`config.mk`:
```
export PLATFORM = sky130hd
export DESIGN_NAME = control_unit
export DESIGN_NICKNAME = d
export VERILOG_FILES = /design/src/rtl/cpu_pkg.sv /design/src/rtl/control_decode.sv /design/src/rtl/control_unit.sv
export SDC_FILE = /design/constraint.sdc
export NUM_CORES = 1
export LEC_CHECK = 0
export CORE_AREA = 2 2 39 41
export CTS_CLUSTER_SIZE = 25
export DETAILED_ROUTE_END_ITERATION = 10
export DIE_AREA = 0 0 41 43
export GPL_ROUTABILITY_DRIVEN = 1
export PLACE_DENSITY = 0.81
export SLEW_MARGIN = 20
export SYNTH_ARGS = -nofsm -noshare
export SYNTH_HDL_FRONTEND = slang
export SYNTH_SLANG_ARGS = --single-unit
```
`constraint.sdc`:
```
create_clock -name clk -period 1 [get_ports clk]
set_input_delay 0.2 -clock clk [delete_from_list [all_inputs] [get_ports clk]]
set_output_delay 0.2 -clock clk [all_outputs]
set_load 0.02 [all_outputs]
```
`src/rtl/cpu_pkg.sv`:
```
// rtl/cpu_pkg.sv - shared ISA constants, ALU select codes and control bundle type
package cpu_pkg;

  localparam int ALU_SEL_W = 4;
  localparam int REG_IDX_W = 3;
  localparam int OPCODE_W  = 5;

  // inst[7]=1 marks the ALU instruction class; inst[6:3] is then the ALU select
  localparam int ALU_CLASS_BIT = 7;

  localparam logic [OPCODE_W-1:0] OP_NOP         = 5'b00000;
  localparam logic [OPCODE_W-1:0] OP_MOV_TO_R0   = 5'b00001;
  localparam logic [OPCODE_W-1:0] OP_MOV_FROM_R0 = 5'b00010;
  localparam logic [OPCODE_W-1:0] OP_LDC         = 5'b00011;
  localparam logic [OPCODE_W-1:0] OP_LDA         = 5'b00100;

  localparam logic [REG_IDX_W-1:0] REG_R0 = 3'b000;

  // ALU select codes shared with the ALU
  typedef enum logic [ALU_SEL_W-1:0] {
    ALU_PASS = 4'h0,
    ALU_ADD  = 4'h1,
    ALU_SUB  = 4'h2,
    ALU_AND  = 4'h3,
    ALU_OR   = 4'h4,
    ALU_XOR  = 4'h5,
    ALU_NOT  = 4'h6,
    ALU_SHL  = 4'h7,
    ALU_SHR  = 4'h8,
    ALU_ROL  = 4'h9,
    ALU_ROR  = 4'hA,
    ALU_INC  = 4'hB,
    ALU_DEC  = 4'hC,
    ALU_ADC  = 4'hD,
    ALU_SBC  = 4'hE,
    ALU_CMP  = 4'hF
  } aluOp_e;

  // Full set of datapath strobes produced per instruction
  typedef struct packed {
    logic [ALU_SEL_W-1:0] aluSel;
    logic [REG_IDX_W-1:0] regInSel;
    logic [REG_IDX_W-1:0] regOutSel;
    logic                 regInEn;
    logic                 regOutEn;
    logic                 genConst;
    logic                 loadAddr;
  } ctrlBundle_t;

endpackage

```
`src/rtl/control_decode.sv`:
```
// rtl/control_decode.sv - combinational instruction byte to control strobe decode
module control_decode
  import cpu_pkg::*;
(
  input  logic [7:0]  inst,
  output ctrlBundle_t ctrlNext
);

  logic [OPCODE_W-1:0]  opcode;
  logic [REG_IDX_W-1:0] regField;

  assign opcode   = inst[7:3];
  assign regField = inst[2:0];

  // Decode; anything unlisted (NOP, reserved opcodes) stays all-zero so unused selects read 000
  always_comb begin
    ctrlNext = '0;
    if (inst[ALU_CLASS_BIT]) begin
      ctrlNext.aluSel    = inst[6:3];
      ctrlNext.regOutSel = regField;
      ctrlNext.regOutEn  = 1'b1;
      ctrlNext.regInSel  = REG_R0;
      ctrlNext.regInEn   = 1'b1;
    end else begin
      case (opcode)
        OP_MOV_TO_R0: begin
          ctrlNext.regOutSel = regField;
          ctrlNext.regOutEn  = 1'b1;
          ctrlNext.regInSel  = REG_R0;
          ctrlNext.regInEn   = 1'b1;
          ctrlNext.aluSel    = ALU_PASS;
        end
        OP_MOV_FROM_R0: begin
          ctrlNext.regOutSel = REG_R0;
          ctrlNext.regOutEn  = 1'b1;
          ctrlNext.regInSel  = regField;
          ctrlNext.regInEn   = 1'b1;
        end
        OP_LDC: begin
          ctrlNext.genConst = 1'b1;
          ctrlNext.regInSel = regField;
          ctrlNext.regInEn  = 1'b1;
        end
        OP_LDA: begin
          ctrlNext.regOutSel = regField;
          ctrlNext.regOutEn  = 1'b1;
          ctrlNext.loadAddr  = 1'b1;
        end
        default: ctrlNext = '0;
      endcase
    end
  end

endmodule

```
`src/rtl/control_unit.sv`:
```
// rtl/control_unit.sv - instruction decoder with registered control outputs
module control_unit
  import cpu_pkg::*;
(
  input  logic                 clk,
  input  logic                 rst,
  input  logic [7:0]           inst,
  output logic [ALU_SEL_W-1:0] aluSel,
  output logic [REG_IDX_W-1:0] regInSel,
  output logic [REG_IDX_W-1:0] regOutSel,
  output logic                 regInEn,
  output logic                 regOutEn,
  output logic                 genConst,
  output logic                 loadAddr
);

  ctrlBundle_t ctrlNext;
  ctrlBundle_t ctrlQ;

  control_decode uDecode (
    .inst     (inst),
    .ctrlNext (ctrlNext)
  );

  // Output register; reset wins over decode so every strobe is quiet while rst is high
  always_ff @(posedge clk) begin
    if (rst) begin
      ctrlQ <= '0;
    end else begin
      ctrlQ <= ctrlNext;
    end
  end

  assign aluSel    = ctrlQ.aluSel;
  assign regInSel  = ctrlQ.regInSel;
  assign regOutSel = ctrlQ.regOutSel;
  assign regInEn   = ctrlQ.regInEn;
  assign regOutEn  = ctrlQ.regOutEn;
  assign genConst  = ctrlQ.genConst;
  assign loadAddr  = ctrlQ.loadAddr;

endmodule

```
# After elaboration in Yosys (flattened, before gate mapping)
# Index checks and enable logic that the tools add are counted.
[totals]
register_bits = 14
inputBits = 10
out_inout_bits = 14
wordCells = 26
[op_classes]
n_eq_ne = 4
muxes = 6
n_bitwise = 2
n_reduce_logical = 7
[ops]
columns = ["operator", "count"]
rows = [
  ["== test 5 x 2 -> 1 bit (second input constant)", 2],
  ["OR reduction 3 bit", 3],
  ["OR reduction 2 bit", 4],
  ["== test 5 x 1 -> 1 bit (second input constant)", 1],
  ["== test 5 x 3 -> 1 bit (second input constant)", 1],
  ["2-to-1 mux 5 bit", 1],
  ["2-to-1 mux 1 bit", 4],
  ["2-to-1 mux 3 bit", 1],
  ["NOT 1 bit", 2],
]

# Logic depth before layout (Yosys ltp)
# Gate-level depths: netlist of run 1.
[logic_depth]
depth_word = 4
depth_mapped = 3
depth_no_buf = 3

# Hierarchy
# Synthesis of run 1 repeated with hierarchy kept, for this count alone.
[unflattened]
cells_unflattened = 57
hier_area_um2 = 594.3
[modules_own_cells]
columns = ["mod", "n_inst", "cells_per_inst", "area_each_um2", "seq_area_each_um2"]
rows = [
  ["control_unit", 1, 29, 407.9, 280.3],
  ["control_decode", 1, 28, 186.4, 0.0],
]

# Worst setup path after synthesis of run 1
# OpenSTA, ideal clock, no wires.
[synth_path]
path_kind = "input-to-reg"
from = "input inst[6]"
to = "register ctrlQ (netlist bit regOutSel[0])"
setup_ps = 60
arrival_ps = 737
slack_ps = 203
path_stages = 2
path_cell_list = "o41ai_2 > and2_1"
[synth_via]
elab_chain_len = 4
elab_cells_between_ends = 5
classes_between = "eq/ne (2); mux (2); reduce/logical (1)"
[synth_rtl]
columns = ["element", "line_no", "source"]
rows = [
  ["start, declared", "control_unit.sv:7", "input logic [7:0] inst,"],
  ["== test 5 x 3 -> 1 bit / == test 5 x 1 -> 1 bit (equally long branches)", "control_decode.sv:25", "case (opcode)"],
  ["OR reduction 2 bit (no source line) (*)", "--", ""],
  ["2-to-1 mux 3 bit (*)", "control_decode.sv:25", ""],
  ["2-to-1 mux 5 bit (*)", "control_decode.sv:18", "if (inst[ALU_CLASS_BIT]) begin"],
  ["end signal, assigned", "control_unit.sv:30", "ctrlQ <= ctrlNext;"],
  ["end, declared", "control_unit.sv:18", "ctrlBundle_t ctrlQ;"],
]
# Every way passes the cells marked *; elsewhere a longest branch is shown, timed or not.
# A chain may end at the register's enable or synchronous reset.

# Final worst setup path of run 1
[layout_path]
from = "register ctrlQ (netlist bit aluSel[0])"
to = "output aluSel[0]"
[layout_rtl]
columns = ["element", "line_no", "source"]
rows = [
  ["end, declared", "control_unit.sv:8", "output logic [ALU_SEL_W-1:0] aluSel,"],
]
# No word-level cell between the ends.

==> results of run 1 <==
[where the power goes]
part           leakage (nW)  total [mW]  internal, mW  switching [mW]
Clock                0.0210       0.387         0.221           0.166
Sequential            0.115       0.582         0.578         0.00420
Combinational         0.230       0.143        0.0721          0.0706
Total                 0.365        1.11         0.871           0.241
[final cells by class]
cell class,count,area [um2]
Inverter,2,7.507
Clock buffer,4,36.28
Tap cell,16,20.02
Multi-Input combinational cell,23,156.4
Timing Repair Buffer,28,193.9
Fill cell,142,689.4
Sequential cell,14,280.3
[final timing paths]
path / to / depth (start not counted) / from / slack, ps
hold / removal: aluSel[3]$_SDFF_PP0_ / 2 / inst[6] / 350
setup / recovery: aluSel[0] / 1 / aluSel[0]$_SDFF_PP0_ / 50
[timing repair]
item                       in CTS  in global routing
gates resized for setup        64                  0
setup endpoints to repair      21                  3
setup buffers                   1                  0
pin swaps                       1                  1
[cells by family (layout without fill, tap and decap cells)]
logic type / Yosys count / count (layout) / share of synthesized area, %
buffers and inverters: 2 / 34 / 1.720
AO/OA/AOI/OAI: 4 / 4 / 8.022
AND/OR/NAND/NOR: 18 / 18 / 24.07
flip-flops: 14 / 14 / 64.18
XOR/XNOR: 1 / 1 / 2.006
[synth_stat cells]
cell,n
and2_1,9
xnor2_1,1
o41ai_2,1
and3_1,1
a21o_2,1
and4b_1,1
dfxtp_1,14
and2_2,1
a21oi_1,1
inv_1,2
nor2_1,5
nand2b_1,1
o21ai_0,1
[stage by stage]
step / worst slack (ps) / cells / utilization (%) / area, um2
floorplan: 203.2 / 39 / - / 436.7
global placement: -443.2 / 82 / 51.81 / 716.9
detailed placement: -445.3 / 82 / 51.81 / 716.9
CTS: 33.94 / 87 / 50.18 / 694.4
global route: 0.8480 / 87 / 50.18 / 694.4
finish: 47.83 / 87 / 50.18 / 694.4
[layer usage]
metal	GRT usage (%)	vias up	part of all wire, %
met5	0	-	0
met4	10.00	0	4.2
met3	3.141	5	7.5
met2	15.63	19	49
met1	12.17	159	39
li1	-	190	-
[sequential cells by signal (all words and copies together) (netlist names)]
name and flops:
regOutEn 1, regInSel 3, genConst 1, regInEn 1, aluSel 4, loadAddr 1
regOutSel 3
==> results.json, run 1 <==
{
  "via_count": 373,
  "clkSinkCount": 14,
  "yosysTopAreaCell": "dfxtp_1",
  "clockRootBuffer": "clkbuf_4",
  "die_area_um2": 1763,
  "start_kind": "flop",
  "synth-seq-cells": 14,
  "min_period_over_period_pct": 95.22,
  "timing_hold_violations_final": 0,
  "hpwl_um": 657.6,
  "grt_util_all_layers_pct": 10.92,
  "overflow": 0,
  "detail_route.iter0.violations": 2,
  "routed_wl_um": 826,
  "layout_common_cells": "dfxtp_1, buf_2, and2_1",
  "fmaxAchievable_ghz": 1.050,
  "clk_path_buf_depth": 2,
  "yosys.area.top_type_share_pct": 64.18,
  "cts_tree": "built",
  "core_area_um2": 1384,
  "synthTopCellsByArea": "dfxtp_1, and2_1, nor2_1, o41ai_2, and4b_1",
  "cts.clk_slew.worst_paths_ps": 80,
  "cts_buffers": 3,
  "grt_pass1_vias": 307,
  "setup_viol": 0,
  "max-vdd-ir-drop_v": 0.0005423,
  "crit_path_cell_trace": "buf_2",
  "critPathKind": "reg -> out",
  "dr.pass1.iters": 4,
  "drv_cap": 0,
  "grt_first_pass_wirelength_um": 1221,
  "synth-seq-area-share_pct": 64.18,
  "grt_max_degree": 9,
  "antenna_found_initial": 0,
  "gp_congestion": 0.8086,
  "status": "completed",
  "total_power_mw": 1.112,
  "cp_slowest_cell": "dfxtp_1",
  "synth_cells": 39,
  "start_util_pct": 31.56,
  "port_buffers": 23,
  "ant_nets": 0,
  "synth_nets": 49,
  "rsz0062_at_grt": "false",
  "wl_per_cell_um": 9.494,
  "hold_class": "in -> reg",
  "synth_cell_type_count": 13,
  "syn_avg_cell_area_um2": 11.20,
  "ioPinCount": 24,
  "critical_path_required_ps": 800,
  "drive_gt1_share_pct": 38.03,
  "fin_setup_tns_ps": 0,
  "via_per_inst": 4.287,
  "period_needed_ps": 952.2,
  "worstMarginPinSlew_ps": 220.6,
  "power_density_nw_per_um2": 1601,
  "layout.nets": 82,
  "slew_headroom_pct": 85.13,
  "syn_to_final_growth_pct": 59.03,
  "die_h_um": 43,
  "crit_arrival_ps": 750,
  "syn_area_um2": 436.7,
  "drc": 0,
  "p_leak_nw": 0.3654,
  "postCtsHoldBufs": 0,
  "htreeDepth": 1,
  "cpPeakStageDelay_ps": 320,
  "crit_path_end_kind": "output pin",
  "rows": 14,
  "fp.dieW_um": 41,
  "whs_ps": 352.9,
  "finalMaxSlewViolations": 0,
  "critPathTopFamily": "flip-flops",
  "crit_fanout": 1,
  "yosys_warnings": 0,
  "diodes": 0,
  "crit_buf_inv": 1
}
Power figures use the tool's default switching activity.
==> inputs of run 2 (changes only) <==
Settings changed: CORE_AREA 2 2 39 41 to 2 2 42 44, DIE_AREA 0 0 41 43 to 0 0 44 46, PLACE_DENSITY 0.81 to 0.83, SYNTH_HIERARCHICAL set to 1.
==> run 2 against run 1 <==
Net effect: global-route usage is 3.5 points higher; sequential power hardly changed; via count is 37% higher; die area is 15% higher; critical path depth stayed put; total power is 9.3% higher; worst hold slack better by 130 ps; non-clock buffer count is 8 higher; synthesized cell count is 46% higher; clock power is 4% higher; sequential cell count stayed put; critical path type unchanged; largest cell class is now multi-input gates.
==> results.json, run 2 <==
{
  "rows": 15,
  "worst_hold_path.num_cells": 4,
  "crit_path_cell_trace": "buf_2",
  "hold_class": "in -> reg",
  "synth_cells": 57,
  "clkSinkCount": 14,
  "max-vdd-ir-drop_v": 0.0008482,
  "synth_cell_type_count": 18,
  "stdcell_area_um2": 934.6,
  "grt_util_all_layers_pct": 14.39,
  "synth_edf_count": 0,
  "synth_nets": 67,
  "worstMarginPinSlew_ps": 317.8,
  "core_area_um2": 1614,
  "regArea_um2": 280.3,
  "cpPeakStageDelay_ps": 320,
  "synth_top_family_by_area": "simple AND/OR/NAND/NOR gates",
  "clk_path_buf_depth": 2,
  "layout_common_cells": "dfxtp_1, buf_2, buf_4",
  "antenna_found_initial": 0,
  "synth_compound_area_share_pct": 7.158,
  "synth-seq-cells": 14,
  "fp.dieW_um": 44,
  "routed_wl_um": 1311,
  "status": "completed",
  "yosysTopAreaCell": "dfxtp_1",
  "postCtsHoldBufs": 0,
  "syn_area_um2": 594.3,
  "yosys.area.top_type_share_pct": 47.16,
  "grt_max_degree": 9,
  "cts.clk_slew.worst_paths_ps": 80,
  "finalMaxSlewViolations": 0,
  "synth_mux_area_share_pct": 0,
  "crit_arrival_ps": 750,
  "power_density_nw_per_um2": 1300,
  "setup_ws_ps": 47.03,
  "synthTopCellsByArea": "dfxtp_1, nor2b_2, and2_1, o41ai_1, and2b_1",
  "via_count": 510,
  "htreeDepth": 1,
  "hpwl_um": 949.2,
  "critPathTopFamily": "flip-flops",
  "min_period_over_period_pct": 95.30,
  "async_flop_share_pct": 0,
  "detail_route.iter0.violations": 2,
  "layout.nets": 105,
  "grt_first_pass_wirelength_um": 2001,
  "via_per_inst": 4.595,
  "period_needed_ps": 953.0,
  "dr.pass1.iters": 2,
  "crit_buf_inv": 1,
  "clockRootBuffer": "clkbuf_4",
  "overflow": 0,
  "gp_congestion": 0.8528,
  "synth_common_cells": "dfxtp_1, nor2b_2, and2_1, inv_1",
  "wl_per_cell_um": 11.81,
  "drc": 0,
  "yosys_warnings": 6,
  "rsz0062_at_grt": "true",
  "whs_ps": 480.3,
  "start_util_pct": 36.82,
  "syn_to_final_growth_pct": 57.26,
  "p_leak_nw": 0.4664,
  "critPathKind": "reg -> out",
  "cts_tree": "built",
  "place_ws_ps": -495.0,
  "placed_area_um2": 908.4,
  "largest_reg_flops": 4,
  "grt_pass1_vias": 492,
  "drv_cap": 0,
  "crit_path_end_kind": "output pin",
  "crit_fanout": 1,
  "diodes": 0,
  "critical_path_required_ps": 800,
  "die_h_um": 46,
  "yosysMostFrequentCell": "dfxtp_1",
  "ant_nets": 0,
  "syn_avg_cell_area_um2": 10.43,
  "nFillCells": 144,
  "setup_viol": 0,
  "drive_gt1_share_pct": 48.94,
  "slew_headroom_pct": 78.71,
  "multi_input_area_um2": 315.3,
  "total_power_mw": 1.215,
  "cp_slowest_cell": "dfxtp_1",
  "fmaxAchievable_ghz": 1.049,
  "timing_hold_violations_final": 0,
  "yosys.area_share.adder_pct": 0,
  "synth-simple-area-share_pct": 37.05,
  "synth_xor_xnor_area_share_pct": 1.474,
  "ioPinCount": 24,
  "cp.depth": 1,
  "port_buffers": 23,
  "die_area_um2": 2024,
  "cts_buffers": 3,
  "start_kind": "flop",
  "synth_flop_cell": "dfxtp_1",
  "synth-seq-area-share_pct": 47.16
}
## run 2: worst paths after layout
path	endpoint	slack (ps)	startpoint
min	regOutEn$_SDFF_PP0_	480	inst[3]
max	regOutSel[1]	50	regOutSel[1]$_SDFF_PP0_
## run 2: logic make-up (layout without fill, tap and decap cells)
kind of cell | count (synthesis) | count (layout)
buffers and inverters | 7 | 44
DFF | 14 | 14
and+or+nand+nor | 30 | 30
AOI/OAI and AO/OA | 5 | 5
xor gates and xnor gates | 1 | 1
## run 2: power breakdown
part           switching (mW)  internal [mW]  total (mW)
sequential            0.00378          0.577       0.581
clock                   0.181          0.222       0.402
combinational           0.112          0.120       0.232
## run 2: final cells by class
class | instances | share of cell area, %
inverter | 4 | 1.606
multi-input combinational | 36 | 33.73
sequential | 14 | 29.99
timing repair buffer | 36 | 28.51
clock buffer | 4 | 3.882
tap | 17 | 2.276
## run 2: repair_timing
item	in CTS	in global routing
resized for setup	65	8
setup buffers	0	1
pin swaps	1	4
setup endpoints to repair	24	5
hold endpoints to repair	0	0
## run 2: tightest hold or removal path, stage by stage
cell and delay, ps:
clkdlybuf4s15_1 200, or4b_1 120, o311ai_1 70, nor2b_1 120
## run 2: stage by stage
stage | util (%) | setup TNS (ps) | std cells
after global routing | 57.91 | 0 | 111
after floorplan | - | -35.02 | 57
after CTS | 55.27 | 0 | 110
after detailed placement | 56.28 | -6253 | 106
after global placement | 56.28 | -6001 | 106
final | 57.91 | 0 | 111
## run 2: routing by layer
layer / vias to the layer above / GRT usage, % / share of wire (%)
li1: 260 / - / -
met1: 223 / 14.39 / 36
met2: 21 / 24.12 / 51
met3: 6 / 3.571 / 9.1
met4: 0 / 13.94 / 4.1
met5: - / 0 / 0
